<file path="src/rtl/frame_buffer_pool.sv">
// N-buffer frame store ownership manager: one producer, NUM_READERS consumers.
// Hands out the latest committed frame to readers and a free buffer to the writer.
module frame_buffer_pool #(
  parameter int NUM_BUFFERS = 3,
  parameter int NUM_READERS = 1,
  parameter int ADDR_WIDTH  = 21,
  parameter int FRAME_WORDS = 307200,
  parameter int GUARD_WORDS = 32,
  parameter int BASE_ADDR   = 0,
  parameter int SEQ_WIDTH   = 16,
  localparam int IDW = $clog2(NUM_BUFFERS)
) (
  input  logic                              clk,
  input  logic                              rst_n,
  input  logic                              wr_acq_req,
  output logic                              wr_acq_ack,
  output logic [IDW-1:0]                    wr_buf_id,
  output logic [ADDR_WIDTH-1:0]             wr_base_addr,
  input  logic                              wr_commit,
  input  logic                              wr_abort,
  input  logic [NUM_READERS-1:0]            rd_acq_req,
  output logic [NUM_READERS-1:0]            rd_acq_ack,
  output logic [NUM_READERS*IDW-1:0]        rd_buf_id,
  output logic [NUM_READERS*ADDR_WIDTH-1:0] rd_base_addr,
  output logic [NUM_READERS-1:0]            rd_repeat,
  input  logic [NUM_READERS-1:0]            rd_release,
  output logic [SEQ_WIDTH-1:0]              frame_seq,
  output logic [SEQ_WIDTH-1:0]              dropped_frames,
  output logic                              error
);

  localparam int NR     = NUM_READERS;
  localparam int NB     = NUM_BUFFERS;
  localparam int SLW    = $clog2(NUM_READERS + 2);
  localparam int STRIDE = FRAME_WORDS + GUARD_WORDS;
  localparam bit PARAM_BAD = (NB < 2) || (NB > 8) || (NR < 1) ||
                             (NR > 4) || (NB < NR + 2);

  typedef enum logic [1:0] {
    S_IDLE,
    S_SELECT,
    S_GRANT
  } state_t;

  function automatic logic [ADDR_WIDTH-1:0] base_of(
    input logic [IDW-1:0] id
  );
    return ADDR_WIDTH'(BASE_ADDR) +
           ADDR_WIDTH'(id) * ADDR_WIDTH'(STRIDE);
  endfunction

  state_t                state_q, state_d;
  logic [NR:0]           cap_q, cap_d;
  logic [SLW-1:0]        last_q, last_d;
  logic [SLW-1:0]        sel_slot_q, sel_slot_d;
  logic [IDW-1:0]        sel_buf_q, sel_buf_d;

  logic [NB-1:0]         writing_q, writing_d;
  logic [NR-1:0]         mask_q [NB];
  logic [NR-1:0]         mask_d [NB];
  logic [NB-1:0]         read_once_q, read_once_d;
  logic [SEQ_WIDTH-1:0]  seq_q [NB];
  logic [SEQ_WIDTH-1:0]  seq_d [NB];
  logic                  latest_valid_q, latest_valid_d;
  logic [IDW-1:0]        latest_id_q, latest_id_d;
  logic [SEQ_WIDTH-1:0]  frame_seq_q, frame_seq_d;
  logic [SEQ_WIDTH-1:0]  dropped_q, dropped_d;
  logic                  error_q, error_d;

  logic                  wr_ack_q, wr_ack_d;
  logic [IDW-1:0]        wr_id_q, wr_id_d;
  logic [ADDR_WIDTH-1:0] wr_base_q, wr_base_d;
  logic [NR-1:0]         rd_ack_q, rd_ack_d;
  logic [NR-1:0]         rd_rep_q, rd_rep_d;
  logic [IDW-1:0]        rd_id_q [NR];
  logic [IDW-1:0]        rd_id_d [NR];
  logic [ADDR_WIDTH-1:0] rd_base_q [NR];
  logic [ADDR_WIDTH-1:0] rd_base_d [NR];
  logic [SEQ_WIDTH-1:0]  last_seq_q [NR];
  logic [SEQ_WIDTH-1:0]  last_seq_d [NR];
  logic [NR-1:0]         prev_vld_q, prev_vld_d;

  logic                  free_found;
  logic [IDW-1:0]        free_id;
  logic                  wr_own;
  logic [NR-1:0]         rd_own;

  always_comb begin
    free_found = 1'b0;
    free_id    = '0;
    for (int i = NB - 1; i >= 0; i--) begin
      if (!writing_q[i] && mask_q[i] == '0 &&
          !(latest_valid_q && latest_id_q == IDW'(i))) begin
        free_found = 1'b1;
        free_id    = IDW'(i);
      end
    end
  end

  always_comb begin
    wr_own = writing_q[wr_id_q];
    for (int k = 0; k < NR; k++) begin
      rd_own[k] = mask_q[rd_id_q[k]][k];
    end
  end

  always_comb begin
    logic [NR:0] elig;
    logic        found;
    logic        rd_grant;
    logic        prev_read;
    int          pick;

    state_d        = state_q;
    cap_d          = cap_q;
    last_d         = last_q;
    sel_slot_d     = sel_slot_q;
    sel_buf_d      = sel_buf_q;
    writing_d      = writing_q;
    mask_d         = mask_q;
    read_once_d    = read_once_q;
    seq_d          = seq_q;
    latest_valid_d = latest_valid_q;
    latest_id_d    = latest_id_q;
    frame_seq_d    = frame_seq_q;
    dropped_d      = dropped_q;
    error_d        = error_q;
    wr_ack_d       = 1'b0;
    wr_id_d        = wr_id_q;
    wr_base_d      = wr_base_q;
    rd_ack_d       = '0;
    rd_rep_d       = '0;
    rd_id_d        = rd_id_q;
    rd_base_d      = rd_base_q;
    last_seq_d     = last_seq_q;
    prev_vld_d     = prev_vld_q;
    elig           = '0;
    found          = 1'b0;
    pick           = 0;

    // A reader grant landing on the same edge counts as a read of that frame.
    rd_grant  = (state_q == S_GRANT) && (sel_slot_q != '0);
    prev_read = read_once_q[latest_id_q] ||
                (rd_grant && sel_buf_q == latest_id_q);

    if (wr_commit && wr_own) begin
      writing_d[wr_id_q] = 1'b0;
      if (latest_valid_q && !prev_read && dropped_q != '1)
        dropped_d = dropped_q + SEQ_WIDTH'(1);
      latest_valid_d       = 1'b1;
      latest_id_d          = wr_id_q;
      frame_seq_d          = frame_seq_q + SEQ_WIDTH'(1);
      seq_d[wr_id_q]       = frame_seq_d;
      read_once_d[wr_id_q] = 1'b0;
    end
    if (wr_abort && wr_own && !wr_commit)
      writing_d[wr_id_q] = 1'b0;
    for (int k = 0; k < NR; k++) begin
      if (rd_release[k] && rd_own[k])
        mask_d[rd_id_q[k]][k] = 1'b0;
    end

    if ((wr_commit || wr_abort) && !wr_own) error_d = 1'b1;
    if (wr_commit && wr_abort) error_d = 1'b1;
    if (wr_acq_req && wr_own && !wr_ack_q) error_d = 1'b1;
    for (int k = 0; k < NR; k++) begin
      if (rd_release[k] && !rd_own[k]) error_d = 1'b1;
      if (rd_acq_req[k] && rd_own[k] && !rd_ack_q[k])
        error_d = 1'b1;
    end

    unique case (state_q)
      S_IDLE: begin
        cap_d = {rd_acq_req & ~rd_ack_q, wr_acq_req & ~wr_ack_q};
        if (|cap_d) state_d = S_SELECT;
      end
      S_SELECT: begin
        elig[0] = cap_q[0] && free_found;
        for (int k = 0; k < NR; k++)
          elig[k+1] = cap_q[k+1] && latest_valid_q;
        for (int i = 1; i <= NR + 1; i++) begin
          for (int j = 0; j <= NR; j++) begin
            if (!found && elig[j] &&
                j == (int'(last_q) + i) % (NR + 1)) begin
              found = 1'b1;
              pick  = j;
            end
          end
        end
        if (found) begin
          sel_slot_d = SLW'(pick);
          sel_buf_d  = (pick == 0) ? free_id : latest_id_q;
          state_d    = S_GRANT;
        end else begin
          state_d = S_IDLE;
        end
      end
      S_GRANT: begin
        state_d = S_IDLE;
        last_d  = sel_slot_q;
        if (sel_slot_q == '0) begin
          writing_d[sel_buf_q] = 1'b1;
          wr_ack_d             = 1'b1;
          wr_id_d              = sel_buf_q;
          wr_base_d            = base_of(sel_buf_q);
        end
        for (int k = 0; k < NR; k++) begin
          if (sel_slot_q == SLW'(k + 1)) begin
            mask_d[sel_buf_q][k]   = 1'b1;
            read_once_d[sel_buf_q] = 1'b1;
            rd_ack_d[k]            = 1'b1;
            rd_id_d[k]             = sel_buf_q;
            rd_base_d[k]           = base_of(sel_buf_q);
            rd_rep_d[k]            = prev_vld_q[k] &&
                                     last_seq_q[k] == seq_q[sel_buf_q];
            last_seq_d[k]          = seq_q[sel_buf_q];
            prev_vld_d[k]          = 1'b1;
          end
        end
      end
      default: state_d = S_IDLE;
    endcase
  end

  always_ff @(posedge clk or negedge rst_n) begin
    if (!rst_n) begin
      state_q        <= S_IDLE;
      cap_q          <= '0;
      last_q         <= SLW'(NR);
      sel_slot_q     <= '0;
      sel_buf_q      <= '0;
      writing_q      <= '0;
      read_once_q    <= '0;
      latest_valid_q <= 1'b0;
      latest_id_q    <= '0;
      frame_seq_q    <= '0;
      dropped_q      <= '0;
      error_q        <= 1'b0;
      wr_ack_q       <= 1'b0;
      wr_id_q        <= '0;
      wr_base_q      <= '0;
      rd_ack_q       <= '0;
      rd_rep_q       <= '0;
      prev_vld_q     <= '0;
      for (int i = 0; i < NB; i++) begin
        mask_q[i] <= '0;
        seq_q[i]  <= '0;
      end
      for (int k = 0; k < NR; k++) begin
        rd_id_q[k]    <= '0;
        rd_base_q[k]  <= '0;
        last_seq_q[k] <= '0;
      end
    end else begin
      state_q        <= state_d;
      cap_q          <= cap_d;
      last_q         <= last_d;
      sel_slot_q     <= sel_slot_d;
      sel_buf_q      <= sel_buf_d;
      writing_q      <= writing_d;
      read_once_q    <= read_once_d;
      latest_valid_q <= latest_valid_d;
      latest_id_q    <= latest_id_d;
      frame_seq_q    <= frame_seq_d;
      dropped_q      <= dropped_d;
      error_q        <= error_d;
      wr_ack_q       <= wr_ack_d;
      wr_id_q        <= wr_id_d;
      wr_base_q      <= wr_base_d;
      rd_ack_q       <= rd_ack_d;
      rd_rep_q       <= rd_rep_d;
      prev_vld_q     <= prev_vld_d;
      mask_q         <= mask_d;
      seq_q          <= seq_d;
      rd_id_q        <= rd_id_d;
      rd_base_q      <= rd_base_d;
      last_seq_q     <= last_seq_d;
    end
  end

  assign wr_acq_ack     = wr_ack_q;
  assign wr_buf_id      = wr_id_q;
  assign wr_base_addr   = wr_base_q;
  assign rd_acq_ack     = rd_ack_q;
  assign rd_repeat      = rd_rep_q;
  assign frame_seq      = frame_seq_q;
  assign dropped_frames = dropped_q;
  assign error          = error_q | PARAM_BAD;

  for (genvar k = 0; k < NR; k++) begin : g_rd_out
    assign rd_buf_id[k*IDW +: IDW]               = rd_id_q[k];
    assign rd_base_addr[k*ADDR_WIDTH +: ADDR_WIDTH] = rd_base_q[k];
  end

endmodule

</file>
<file path="config.mk">
export PLATFORM = sky130hd
export DESIGN_NAME = frame_buffer_pool
export DESIGN_NICKNAME = d
export VERILOG_FILES = /design/src/rtl/frame_buffer_pool.sv
export SDC_FILE = /design/constraint.sdc
export NUM_CORES = 1
export LEC_CHECK = 0
export CAP_MARGIN = 10
export CORE_MARGIN = 10
export CORE_UTILIZATION = 48
export DETAILED_ROUTE_END_ITERATION = 6
export PLACE_DENSITY = 0.79
export SLEW_MARGIN = 20
export SYNTH_ARGS = -nofsm -noshare
export SYNTH_HDL_FRONTEND = slang
export SYNTH_SLANG_ARGS = --single-unit
</file>
<file path="constraint.sdc">
create_clock -name clk -period 5.85 [get_ports clk]
set_clock_uncertainty 0.05 [all_clocks]
set_input_delay 0.585 -clock clk [delete_from_list [all_inputs] [get_ports clk]]
set_output_delay 0.585 -clock clk [all_outputs]
set_load 0.02 [all_outputs]
</file>
======== Word level (Yosys, flattened, before mapping) ========
Index checks and enable logic that the tools add are counted.
operators by class
  $add $sub $neg .......................... 4
  multiply operators ...................... 1
  $lt $le $gt $ge ......................... 11
  equality and inequality tests ........... 11
  multiplexer cells ....................... 64
  bitwise logic cells ..................... 21
  reductions and logical operators ........ 69
operators by type and width
  cell                                                        count
  zero test 32 bit                                            3
  2-to-1 mux 32 bit                                           3
  bitwise mux 48 bit                                          1
  2-to-1 mux 16 bit                                           3
  logical AND 1 bit                                           39
  adder 16 x 1 -> 16 bit, second input constant               2
  binary-select mux 16 bit (select 2 bit)                     1
  demux 16 bit (select 2 bit)                                 1
  2-to-1 mux 1 bit                                            31
  2-to-1 mux 3 bit                                            10
  == test 16 bit                                              1
  multiplier 2 x 14 -> 16 bit, second input constant          1
  inequality test 16 bit, second input constant               1
  zero test 1 bit                                             15
  bitwise AND 3 bit                                           4
  2-to-1 mux 2 bit                                            6
  >= comparator 3 bit, second input constant                  3
  less-than comparator 2 x 3 -> 1 bit, second input constant  3
  less-than comparator 3 x 1 -> 1 bit, second input constant  3
  inverter 2 -> 3 bit                                         3
  OR 3 bit                                                    3
  demux 1 bit (select 2 bit)                                  4
  AND reduction 2 bit                                         4
  binary-select mux 1 bit (select 2 bit)                      3
  other kinds (17)                                            33
word-level totals
  register bits after elaboration ......... 158
  input bits .............................. 7
  output and inout bits ................... 82

======== Longest topological paths before layout ========
Gate-level depths: netlist (run 1).
  depth in word-level cells ............... 28
  gate-level depth with buffers ........... 8
  depth with buffers taken out ............ 7

======== Worst setup path before layout (run 1) ========
OpenSTA, ideal clock, no wires.
  path kind ............................... reg-to-reg
  start ................................... register wr_id_q[0] (netlist: wr_buf_id[0])
  end ..................................... register dropped_q[4] (netlist: dropped_frames[4])
  arrival time ............................ 1.870 ns
  data required time ...................... 5.669 ns
  setup slack ............................. 3.800 ns
  cell stages (with the launch flop) ...... 9
  path buffers ............................ 2
  path through ............................ dfrtp_1 buf_2 and2b_1 o2bb2ai_4 nand4_2 a31oi_4 buf_4 nand4_1 xnor2_1
between the ends
  cells in the longest elaborated chain, start to end .. 4
RTL lines
  what                                    line  RTL
  start: declaration                      71    logic [IDW-1:0] wr_id_q, wr_id_d;
  start signal: assignment                268   wr_id_q <= wr_id_d;
  binary-select mux 1 bit (select 2 bit)  101   wr_own = writing_q[wr_id_q];
  2-to-1 mux 1 bit (not written as such)  101
  logical AND 1 bit                       146   if (wr_commit && wr_own) begin
  AND reduction 2 bit (no line)           n/a
  end signal: assignment                  265   dropped_q <= dropped_d;
  end: declaration                        67    logic [SEQ_WIDTH-1:0] dropped_q, dropped_d;
Every way passes these cells. The select of a mux whose other input is x is not followed.
A chain may end at the register's enable or synchronous reset.

======== Final worst setup path (run 1) ========
  start ................................... register wr_id_q[0] (netlist: wr_buf_id[0])
  end ..................................... register seq_q[1] in the netlist's numbering
between the ends
  cells in the longest elaborated chain, start to end .. 6
  elaborated cells between the ends (all ways) .. 10
  classes of those cells .................. order compare (2); mux (5); bitwise (1); reduce/logical (2)
RTL lines
  what                                                                                                     line  RTL
  inverter 2 -> 3 bit (not written as such)                                                                153   seq_d[wr_id_q] = frame_seq_d;
  >= comparator 3 bit (not written as such) / less-than comparator 3 x 1 -> 1 bit (equally long branches)  153
  logical AND 1 bit (not written as such)                                                                  153
  2-to-1 mux 16 bit (not written as such)                                                                  153
  demux 16 bit (select 2 bit)                                                                              153
  bitwise mux 48 bit                                                                                       153
  end signal: assignment                                                                                   274   seq_q <= seq_d;
  end: declaration                                                                                         62    logic [SEQ_WIDTH-1:0] seq_q [NB];
Parallel ways exist; a longest one is shown, timed or not. The select of a mux whose other input is x is not followed.

==> flow_metrics.py, run 1 <==
metrics = {
    "worst_setup_path": {
        "start_kind": "flip-flop",
        "reg2reg_slack_ns": 2.99,
        "cpMaxStageDelayCell": "nand2_1",
        "arrival_ns": 3.11,
        "critPathTopFamily": "simple AND/OR/NAND/NOR gates",
        "crit_chain": "and2b_1 > o2bb2ai_4 > and2_1 > nand2_1 > mux2_2",
        "worstSetupPathType": "reg -> reg",
        "critPathRequiredTime_ns": 6.09,
        "cp_slowest_stage_delay_ns": 0.69,
        "rr_startpoint": "wr_buf_id[0]$_DFFE_PN0P_",
        "reg2reg_to": "seq_q[1]$_DFFE_PN0P_",
        "reg2regPathDepth": 5,
        "crit_path_end_kind": "flip-flop",
        "crit_buf_inv": 0,
        "crit_path_max_fanout": 31,
    },
    "yosys": {
        "yosysWarnings": 0,
        "netlist_area_um2": 6380,
        "yosys.area.top_type": "dfrtp_1",
        "synthArstFlopShare_pct": 100,
        "synth_area_leaders": "dfrtp_1 52%, nand2_1 7.9%, xnor2_1 6.6%, buf_4 4.5%, mux2i_1 3.3%",
        "yosysSeqAreaShare_pct": 52.2,
        "synthDistinctLibCells": 52,
        "synth-main-ff-cell": "dfrtp_1",
        "synth.top_cell.area_share_pct": 51.7,
        "syn_avg_cell_area_um2": 10.1,
        "synth-edff-count": 0,
        "ys_ff_latch": 133,
        "synthCells": 632,
    },
    "sta": {
        "fmaxAchievable_mhz": 349,
        "rsz0062_at_grt": "false",
        "worstMarginPinSlew_ns": 0.988,
        "setup_violations": 0,
        "drv_slew": 0,
        "slew_headroom_pct": 34.1,
        "min_period_ns": 2.86,
        "finalHoldViolCount": 0,
        "tns_ns": 0,
        "finalCritPeriodShare_pct": 49.0,
    },
    "global_routing": {
        "grt_max_degree": 81,
        "antenna_found_initial": 0,
        "grt_pass1_vias": 4665,
        "gr-total-overflow": 0,
        "grtUsageTotal_pct": 16.1,
        "grt_pass1_wl_um": 23800,
    },
    "floorplan": {
        "num_rows": 42,
        "die_height_um": 135,
        "core_area_um2": 13100,
        "start_util_pct": 48.6,
        "die-area_um2": 18300,
        "ios": 89,
        "die_x_um": 135,
    },
    "pwr": {
        "power_density_nw_per_um2": 402,
        "p_clk_share_pct": 37.0,
        "combinationalPowerShare_pct": 22.9,
        "seqPwrFrac_pct": 40.1,
        "internal_power_uw": 2120,
        "leakagePower_uw": 0.00333,
        "switching_share_pct": 30.5,
        "power.switching_uw": 933,
        "vdd_drop_max_mv": 0.307,
    },
    "cells_and_area": {
        "drive_gt1_share_pct": 8.07,
        "fin_util_pct": 57.9,
        "fin_cells": 870,
        "final_common_cell": "nand2_1",
        "antenna_cells": 0,
        "register_area_um2": 3330,
        "multiInputGateArea_um2": 2710,
        "layout_common_cells": "135 x nand2_1, 132 x dfrtp_1, 65 x clkdlybuf4s50_1",
        "nets": 694,
        "fill_cells": 1101,
        "synthToLayoutAreaGrowth_pct": 19.1,
    },
    "drt": {
        "drc": 0,
        "drtPass1Iterations": 4,
        "wl_per_cell_um": 16.6,
        "vias": 4584,
        "viasPerCell": 5.27,
        "ant_nets": 0,
        "totalWireLength_um": 14400,
        "drtIter0Drc": 390,
    },
    "min_path": {
        "hold_class": "in -> async",
    },
    "flow_run": {
        "drv_cap": 0,
    },
    "cts": {
        "numCtsBuffers": 17,
        "worstSkewPairLatency_ns": 0.41,
        "cts_hold_buffers": 0,
        "clockBufferDepth": 2,
        "cts_sinks": 133,
        "post_cts_resized": 0,
        "htree_levels": 4,
        "post_cts_buffers": 0,
        "cts_tree": "built",
        "clkTransAtPathRegs_ns": 0.06,
        "root_buffer": "clkbuf_16",
    },
    "status": {
        "status": "finished clean",
    },
    "place": {
        "place_inst": 838,
        "gp_congestion": 0.830,
        "io_buffer_count": 66,
        "dp_hpwl_um": 9750,
    },
}
## cell families (layout without fill, tap and decap cells)
family | Yosys count | in the layout | share of synthesized area (%)
xor gates and xnor gates | 59 | 59 | 8.09
muxes | 33 | 33 | 5.41
DFF | 133 | 133 | 52.2
buffers and inverters | 67 | 108 | 6.64
and+or+nand+nor | 235 | 235 | 17.0
adders and majority gates | 6 | 6 | 1.18
AOI/OAI and AO/OA | 98 | 98 | 9.45
other | 1 | 22 | 0.0587
## through the flow
step | total power, µW | hold slack [ns] | area, µm² | worst slack, ns
final | 3060 | 0.292 | 7610 | 2.99
after CTS | 3070 | 0.327 | 7610 | 2.96
after global placement | 1890 | 0.402 | 6970 | 2.90
after floorplan | 1730 | 0.239 | 6460 | 3.80
after global routing | 3220 | 0.374 | 7610 | 2.71
after detailed placement | 1930 | 0.402 | 6970 | 2.84
## synthesized netlist by cell type (2+ instances only)
library cell,count
a21oi_1,27
a22o_1,2
a2bb2oi_1,2
a31oi_1,3
and2_1,4
and3_1,9
and4_1,4
buf_2,6
buf_4,38
buf_6,3
clkbuf_1,14
dfrtp_1,132
ha_1,6
inv_1,5
mux2_2,11
mux2i_1,21
nand2_1,135
nand2b_1,6
nand3_1,15
nand3b_1,7
nand4_1,12
nor2_1,28
nor2b_1,3
o21ai_0,24
o21ai_1,21
o22ai_1,2
o2bb2ai_1,8
o31ai_1,2
or3_1,2
xnor2_1,48
xor2_1,11
## worst register-to-register path, cell delays in order (launching register included)
cell and delay, ns:
dfrtp_1 0.64, and2b_1 0.26, o2bb2ai_4 0.16, and2_1 0.44, nand2_1 0.69, mux2_2 0.51
## metal layers
| layer | track usage [%] | share of wire (%) | up-vias |
|---|---|---|---|
| met3 | 4.93 | 6.3 | 13 |
| met1 | 20.3 | 43 | 2267 |
| met2 | 25.8 | 49 | 128 |
| met5 | 0 | 0 | - |
| li1 | - | - | 2176 |
| met4 | 5.56 | 1.2 | 0 |
## worst max path at each step
stage                                   from                            end  slack [ns]  cells past startpoint
floorplan           wr_buf_id[0]$_DFFE_PN0P_  dropped_frames[4]$_DFFE_PN0P_        3.80                      8
global placement                   wr_commit           seq_q[1]$_DFFE_PN0P_        2.90                      4
detailed placement                 wr_commit           seq_q[1]$_DFFE_PN0P_        2.84                      4
CTS                 wr_buf_id[0]$_DFFE_PN0P_           seq_q[1]$_DFFE_PN0P_        2.96                      5
global route        wr_buf_id[0]$_DFFE_PN0P_           seq_q[1]$_DFFE_PN0P_        2.71                      5
finish              wr_buf_id[0]$_DFFE_PN0P_           seq_q[1]$_DFFE_PN0P_        2.99                      5
## sequential cells by signal, indices dropped and copies added, names as in the netlist, 3 cells and up
signal and cells:
frame_seq 16, read_once_q 3, writing_q 3, rd_base_addr 5, last_seq_q 16, seq_q 48, wr_base_addr 5, mask_q 3
dropped_frames 16
## power by group through the flow
stage	Combinational (µW)	Sequential, µW	Clock, µW
after floorplan	496	1230	0
after global placement	672	1220	0
after detailed placement	697	1230	0
after CTS	706	1220	1140
after global routing	784	1250	1190
final	699	1230	1130
## layout make-up
cell class | instances | area share [%]
clock buffers | 20 | 6.00
clock inverters | 12 | 2.32
flip-flops and latches | 133 | 43.8
well taps | 176 | 2.90
inverters | 5 | 0.247
repair buffers | 71 | 9.15
multi-input cells | 453 | 35.6
Power figures use the tool's default switching activity.
==> run 2, diff against run 1 <==
==> constraint.sdc (replaced) <==
create_clock -name clk -period 2.95 [get_ports clk]
set_clock_uncertainty 0.05 [all_clocks]
set_input_delay 0.295 -clock clk [delete_from_list [all_inputs] [get_ports clk]]
set_output_delay 0.295 -clock clk [all_outputs]
set_load 0.02 [all_outputs]
==> run 2 against run 1 <==
  * Routed wire length grew 1.9%
  * Sequential power grew 98%
  * Global-route usage grew 0.45 points
  * Clock power grew 89%
  * Critical path depth grew 2
  * Non-clock buffer count grew 9
  * Flip-flop and latch count is the same
  * Final cell count grew 1.0%
  * Highest routed layer unchanged
==> flow_metrics.py, run 2 (synthesis results as in run 1) <==
metrics = {
    "worst_setup_path": {
        "critPathRequiredTime_ns": 3.22,
        "reg2regPathDepth": 7,
        "worstSetupPathType": "reg -> reg",
        "crit_path_end_kind": "flip-flop",
        "critPathTopFamily": "simple AND/OR/NAND/NOR gates",
        "cpMaxStageDelayCell": "or4_1",
        "path_depth": 7,
        "cp-startpoint": "sel_buf_q[1]$_DFFE_PN0P_",
        "start_kind": "flip-flop",
        "crit_chain": "buf_4 > mux2i_1 > o21ai_1 > xnor2_1 > nand4_1 > or4_1 > nor4_2",
        "crit_path_max_fanout": 23,
        "arrival_ns": 2.59,
        "worst_setup_path_endpoint": "rd_repeat$_DFF_PN0_",
        "cp_slowest_stage_delay_ns": 0.54,
        "rr_startpoint": "sel_buf_q[1]$_DFFE_PN0P_",
        "reg2reg_to": "rd_repeat$_DFF_PN0_",
        "crit_buf_inv": 1,
        "reg2reg_slack_ns": 0.63,
    },
    "cells_and_area": {
        "layout_common_cells": "135 x nand2_1, 132 x dfrtp_1, 65 x clkdlybuf4s50_1",
        "antenna_cells": 0,
        "final_common_cell": "nand2_1",
        "largest_register_ffs": 48,
        "synthToLayoutAreaGrowth_pct": 20.1,
        "largest-register": "seq_q",
        "drive_gt1_share_pct": 9.25,
        "nets": 703,
        "fill_cells": 1090,
    },
    "floorplan": {
        "num_rows": 42,
        "ios": 89,
        "core_area_um2": 13100,
        "die-area_um2": 18300,
        "die_x_um": 135,
        "start_util_pct": 48.6,
        "die_height_um": 135,
    },
    "pwr": {
        "power_density_nw_per_um2": 781,
        "switching_share_pct": 31.5,
        "internal_power_uw": 4100,
        "vdd_drop_max_mv": 0.456,
        "combinationalPowerShare_pct": 23.6,
        "power.switching_uw": 1890,
        "leakagePower_uw": 0.00336,
        "p_clk_share_pct": 35.7,
        "seqPwrFrac_pct": 40.7,
    },
    "drt": {
        "viasPerCell": 5.37,
        "wl_per_cell_um": 16.7,
        "ant_nets": 0,
        "drtIter0Drc": 337,
        "vias": 4717,
        "drtPass1Iterations": 6,
        "drc": 0,
        "totalWireLength_um": 14700,
    },
    "sta": {
        "setup_violations": 0,
        "fmaxAchievable_mhz": 431,
        "rsz0062_at_grt": "false",
        "finalHoldViolCount": 0,
        "min_period_ns": 2.32,
        "tns_ns": 0,
        "whs_ns": 0.352,
        "slew_headroom_pct": 63.9,
        "drv_slew": 0,
        "finalCritPeriodShare_pct": 78.7,
        "worstMarginPinSlew_ns": 0.539,
    },
    "cts": {
        "htree_levels": 4,
        "cts_tree": "built",
        "worstSkewPairLatency_ns": 0.42,
        "clockBufferDepth": 2,
        "numCtsBuffers": 17,
        "root_buffer": "clkbuf_16",
        "cts_sinks": 133,
        "clkTransAtPathRegs_ns": 0.06,
    },
    "global_routing": {
        "grt_max_degree": 65,
        "antenna_found_initial": 0,
        "grt_pass1_wl_um": 24300,
        "grtUsageTotal_pct": 16.6,
        "grt_pass1_vias": 4735,
        "gr-total-overflow": 0,
    },
    "place": {
        "io_buffer_count": 66,
        "gp_congestion": 0.860,
        "dp_hpwl_um": 10200,
    },
    "min_path": {
        "hold_class": "in -> async",
    },
    "flow_run": {
        "drv_cap": 0,
    },
    "status": {
        "status": "finished clean",
    },
}
## run 2: cell count changes in the layout (fill, tap and decap cells not counted), sizes merged
cell	before	now
buf	6	14
clkbuf	20	17
clkinv	5	7
clkinvlp	2	4
bufinv	4	3
dlygate4sd3	0	1
## run 2: worst min-delay path by stage
stage                     start                  endpoint  slack (ns)  cells past startpoint
after floorplan           rst_n      cap_q[0]$_DFFE_PN0P_       -0.05                      0
after global routing      rst_n     seq_q[35]$_DFFE_PN0P_        0.40                      2
after global placement    rst_n  frame_seq[4]$_DFFE_PN0P_        0.25                      1
after CTS                 rst_n     seq_q[35]$_DFFE_PN0P_        0.36                      2
final                     rst_n  frame_seq[4]$_DFFE_PN0P_        0.35                      2
after detailed placement  rst_n     seq_q[35]$_DFFE_PN0P_        0.26                      1
## run 2: final cells by class
cell class	count	area, µm²	share of cell area, %
Clock inverter	15	183	2.38
Sequential cell	133	3330	43.4
Clock buffer	17	425	5.55
Timing Repair Buffer	80	778	10.2
Tap cell	176	220	2.87
Multi-Input combinational cell	453	2710	35.3
Inverter	5	18.8	0.245
## run 2: power groups by stage
stage / registers, µW / clock network [µW] / logic [µW]
finish: 2440 / 2140 / 1410
global placement: 2450 / 0 / 1340
floorplan: 2440 / 0 / 983
CTS: 2430 / 2180 / 1410
global route: 2480 / 2260 / 1580
detailed placement: 2460 / 0 / 1400
## run 2: routing by layer
layer | GRT usage, % | vias to the layer above | share of wire (%)
met1 | 21.0 | 2349 | 42
met4 | 6.76 | 0 | 1.5
met2 | 26.2 | 155 | 49
met5 | 0 | - | 0
li1 | - | 2196 | -
met3 | 4.56 | 17 | 6.9
## run 2: metrics by stage
step / std cells / util [%] / cell area [µm²] / worst slack (ns) / power, µW
floorplan: 653 / - / 6460 / 0.900 / 3420
detailed placement: 846 / 53.6 / 7050 / 0.673 / 3860
CTS: 879 / 58.3 / 7660 / 0.634 / 6030
finish: 879 / 58.3 / 7660 / 0.629 / 5990
global placement: 846 / 53.6 / 7050 / 0.753 / 3790
global route: 879 / 58.3 / 7660 / 0.487 / 6320
## run 2: what timing repair did
action,CTS,global route
hold buffers,1,0
gates resized for setup,0,0
setup buffers,0,0
endpoints found under the hold margin,38,0
## run 2: worst reg2reg max path, delay by kind of cell, from the launching register on
family | cells | cell delay, ns
compound gates | 1 | 0.12
xor+xnor | 1 | 0.17
buf+inv | 1 | 0.38
flops | 1 | 0.44
mux | 1 | 0.28
simple gates | 3 | 0.80
==> run 3, diff against run 2 <==
==> constraint.sdc (replaced) <==
create_clock -name clk -period 2.15 [get_ports clk]
set_clock_uncertainty 0.05 [all_clocks]
set_input_delay 0.215 -clock clk [delete_from_list [all_inputs] [get_ports clk]]
set_output_delay 0.215 -clock clk [all_outputs]
set_load 0.02 [all_outputs]
==> run 3 against run 2 <==
  * The run now ends with negative setup slack left
  * Die area unchanged
  * Non-clock buffer count increased by 16
  * Cell area increased by 3.9%
  * Clock power increased by 39%
  * First-iteration DRC count increased by 19%
  * Global-route usage increased by 0.27 points
  * Final cell count increased by 1.8%
  * Sequential power increased by 37%
  * Routed wire length increased by 7.9%
  * Power increased by 42%
  * Sequential share of layout area decreased by 1.6 points
  * Largest cell class unchanged
  * Highest routed layer unchanged
==> flow_metrics.py, run 3 (synthesis results as in run 1) <==
metrics = {
    "status": {
        "status": "finished, violations left",
        "violations": "negative setup slack",
    },
    "drt": {
        "ant_nets": 0,
        "vias": 4818,
        "drtPass1Iterations": 5,
        "drc": 0,
        "totalWireLength_um": 15800,
        "drtIter0Drc": 400,
        "viasPerCell": 5.38,
        "wl_per_cell_um": 17.7,
    },
    "floorplan": {
        "core_area_um2": 13100,
        "die_x_um": 135,
        "start_util_pct": 48.6,
        "num_rows": 42,
        "ios": 89,
        "die-area_um2": 18300,
        "die_height_um": 135,
    },
    "worst_setup_path": {
        "worstSetupPathType": "reg -> reg",
        "crit_buf_inv": 1,
        "crit_path_max_fanout": 5,
        "cpMaxStageDelayCell": "dfrtp_2",
        "critPathRequiredTime_ns": 2.43,
        "arrival_ns": 2.43,
        "crit_path_end_kind": "flip-flop",
        "cp_slowest_stage_delay_ns": 0.48,
        "start_kind": "flip-flop",
        "crit_chain": "clkbuf_16 > mux2i_1 > o21ai_1 > xnor2_1 > nand4_1 > or4_4 > nor4_4",
        "critPathTopFamily": "simple AND/OR/NAND/NOR gates",
    },
    "cells_and_area": {
        "layout_common_cells": "135 x nand2_1, 131 x dfrtp_1, 65 x clkdlybuf4s50_1",
        "fill_cells": 1026,
        "nets": 719,
        "largest_register_ffs": 48,
        "synthToLayoutAreaGrowth_pct": 24.8,
        "largest-register": "seq_q",
        "antenna_cells": 0,
        "final_common_cell": "nand2_1",
        "drive_gt1_share_pct": 13.2,
    },
    "sta": {
        "drv_slew": 0,
        "min_period_ns": 2.15,
        "setup_violations": 1,
        "fmaxAchievable_mhz": 465,
        "tns_ns": -0.000727,
        "finalCritPeriodShare_pct": 100,
        "setup_ws_ns": -0.000727,
        "whs_ns": 0.234,
        "finalHoldViolCount": 0,
        "rsz0062_at_grt": "true",
    },
    "global_routing": {
        "grt_pass1_wl_um": 24800,
        "grt_pass1_vias": 4809,
        "gr-total-overflow": 0,
        "grtUsageTotal_pct": 16.8,
        "antenna_found_initial": 0,
        "grt_max_degree": 68,
    },
    "pwr": {
        "power_density_nw_per_um2": 1070,
        "leakagePower_uw": 0.00349,
        "vdd_drop_max_mv": 0.844,
    },
    "cts": {
        "cts_sinks": 133,
        "htree_levels": 4,
        "numCtsBuffers": 17,
        "worstSkewPairLatency_ns": 0.42,
        "clkTransAtPathRegs_ns": 0.06,
        "root_buffer": "clkbuf_16",
        "cts_tree": "built",
        "clockBufferDepth": 2,
    },
    "place": {
        "post-place-ws_ns": 0.0616,
        "gp_congestion": 0.872,
        "io_buffer_count": 66,
        "dp_hpwl_um": 10600,
    },
    "flow_run": {
        "drv_cap": 0,
    },
    "min_path": {
        "hold_class": "in -> async",
    },
}
-- run 3: cell count changes in the layout (fill, tap and decap cells not counted), sizes merged --
cell and change:
buf +14, clkbuf +5, clkinv -4, clkinvlp +2
inv -1
-- run 3: final cells by class --
| class | instances | area [µm²] | share of cell area, % |
|---|---|---|---|
| clock inverters | 12 | 154 | 1.93 |
| multi-input cells | 453 | 2810 | 35.3 |
| clock buffers | 20 | 457 | 5.73 |
| inverters | 5 | 18.8 | 0.236 |
| flip-flops and latches | 133 | 3330 | 41.8 |
| well taps | 176 | 220 | 2.76 |
| repair buffers | 96 | 975 | 12.2 |
-- run 3: stage by stage --
stage / total power [µW] / area, µm² / util, % / cells
after floorplan: 4690 / 6460 / - / 653
after global placement: 5250 / 7160 / 54.5 / 858
after detailed placement: 5370 / 7160 / 54.5 / 858
after CTS: 8390 / 7780 / 59.2 / 891
after global routing: 8920 / 7970 / 60.6 / 895
final: 8530 / 7970 / 60.6 / 895
-- run 3: final timing paths --
path,startpoint,to,depth (start not counted),slack (ns)
max,sel_buf_q[1]$_DFFE_PN0P_,rd_repeat$_DFF_PN0_,7,-0.0007
min,rst_n,frame_seq[7]$_DFFE_PN0P_,2,0.23
max reg2reg,sel_buf_q[1]$_DFFE_PN0P_,rd_repeat$_DFF_PN0_,7,-0.0007
min reg2reg,prev_vld_q$_DFFE_PN0P_,prev_vld_q$_DFFE_PN0P_,1,0.41
max in group asynchronous,rst_n,dropped_frames[14]$_DFFE_PN0P_,3,1.07
min in group clk,prev_vld_q$_DFFE_PN0P_,prev_vld_q$_DFFE_PN0P_,1,0.41
-- run 3: power by group --
| group | leakage (µW) | internal, µW | switching (µW) | total (µW) |
|---|---|---|---|---|
| clock network | 0.000280 | 1880 | 1100 | 2980 |
| registers | 0.00175 | 2960 | 377 | 3340 |
| logic | 0.00146 | 966 | 1240 | 2210 |
| total | 0.00349 | 5810 | 2720 | 8530 |
-- run 3: timing repair --
item | in CTS | in global routing
hold buffers | 1 | 0
endpoints found under the hold margin | 28 | 0
gates resized for setup | 0 | 20
buffers inserted | 0 | 2
setup endpoints to repair | 0 | 11
-- run 3: metal layers --
metal	GRT usage, %	vias up	routed length, µm
met4	6.40	0	313
met3	3.97	25	977
met5	0	-	0
li1	-	2232	-
met1	21.0	2392	6550
met2	27.8	169	7990
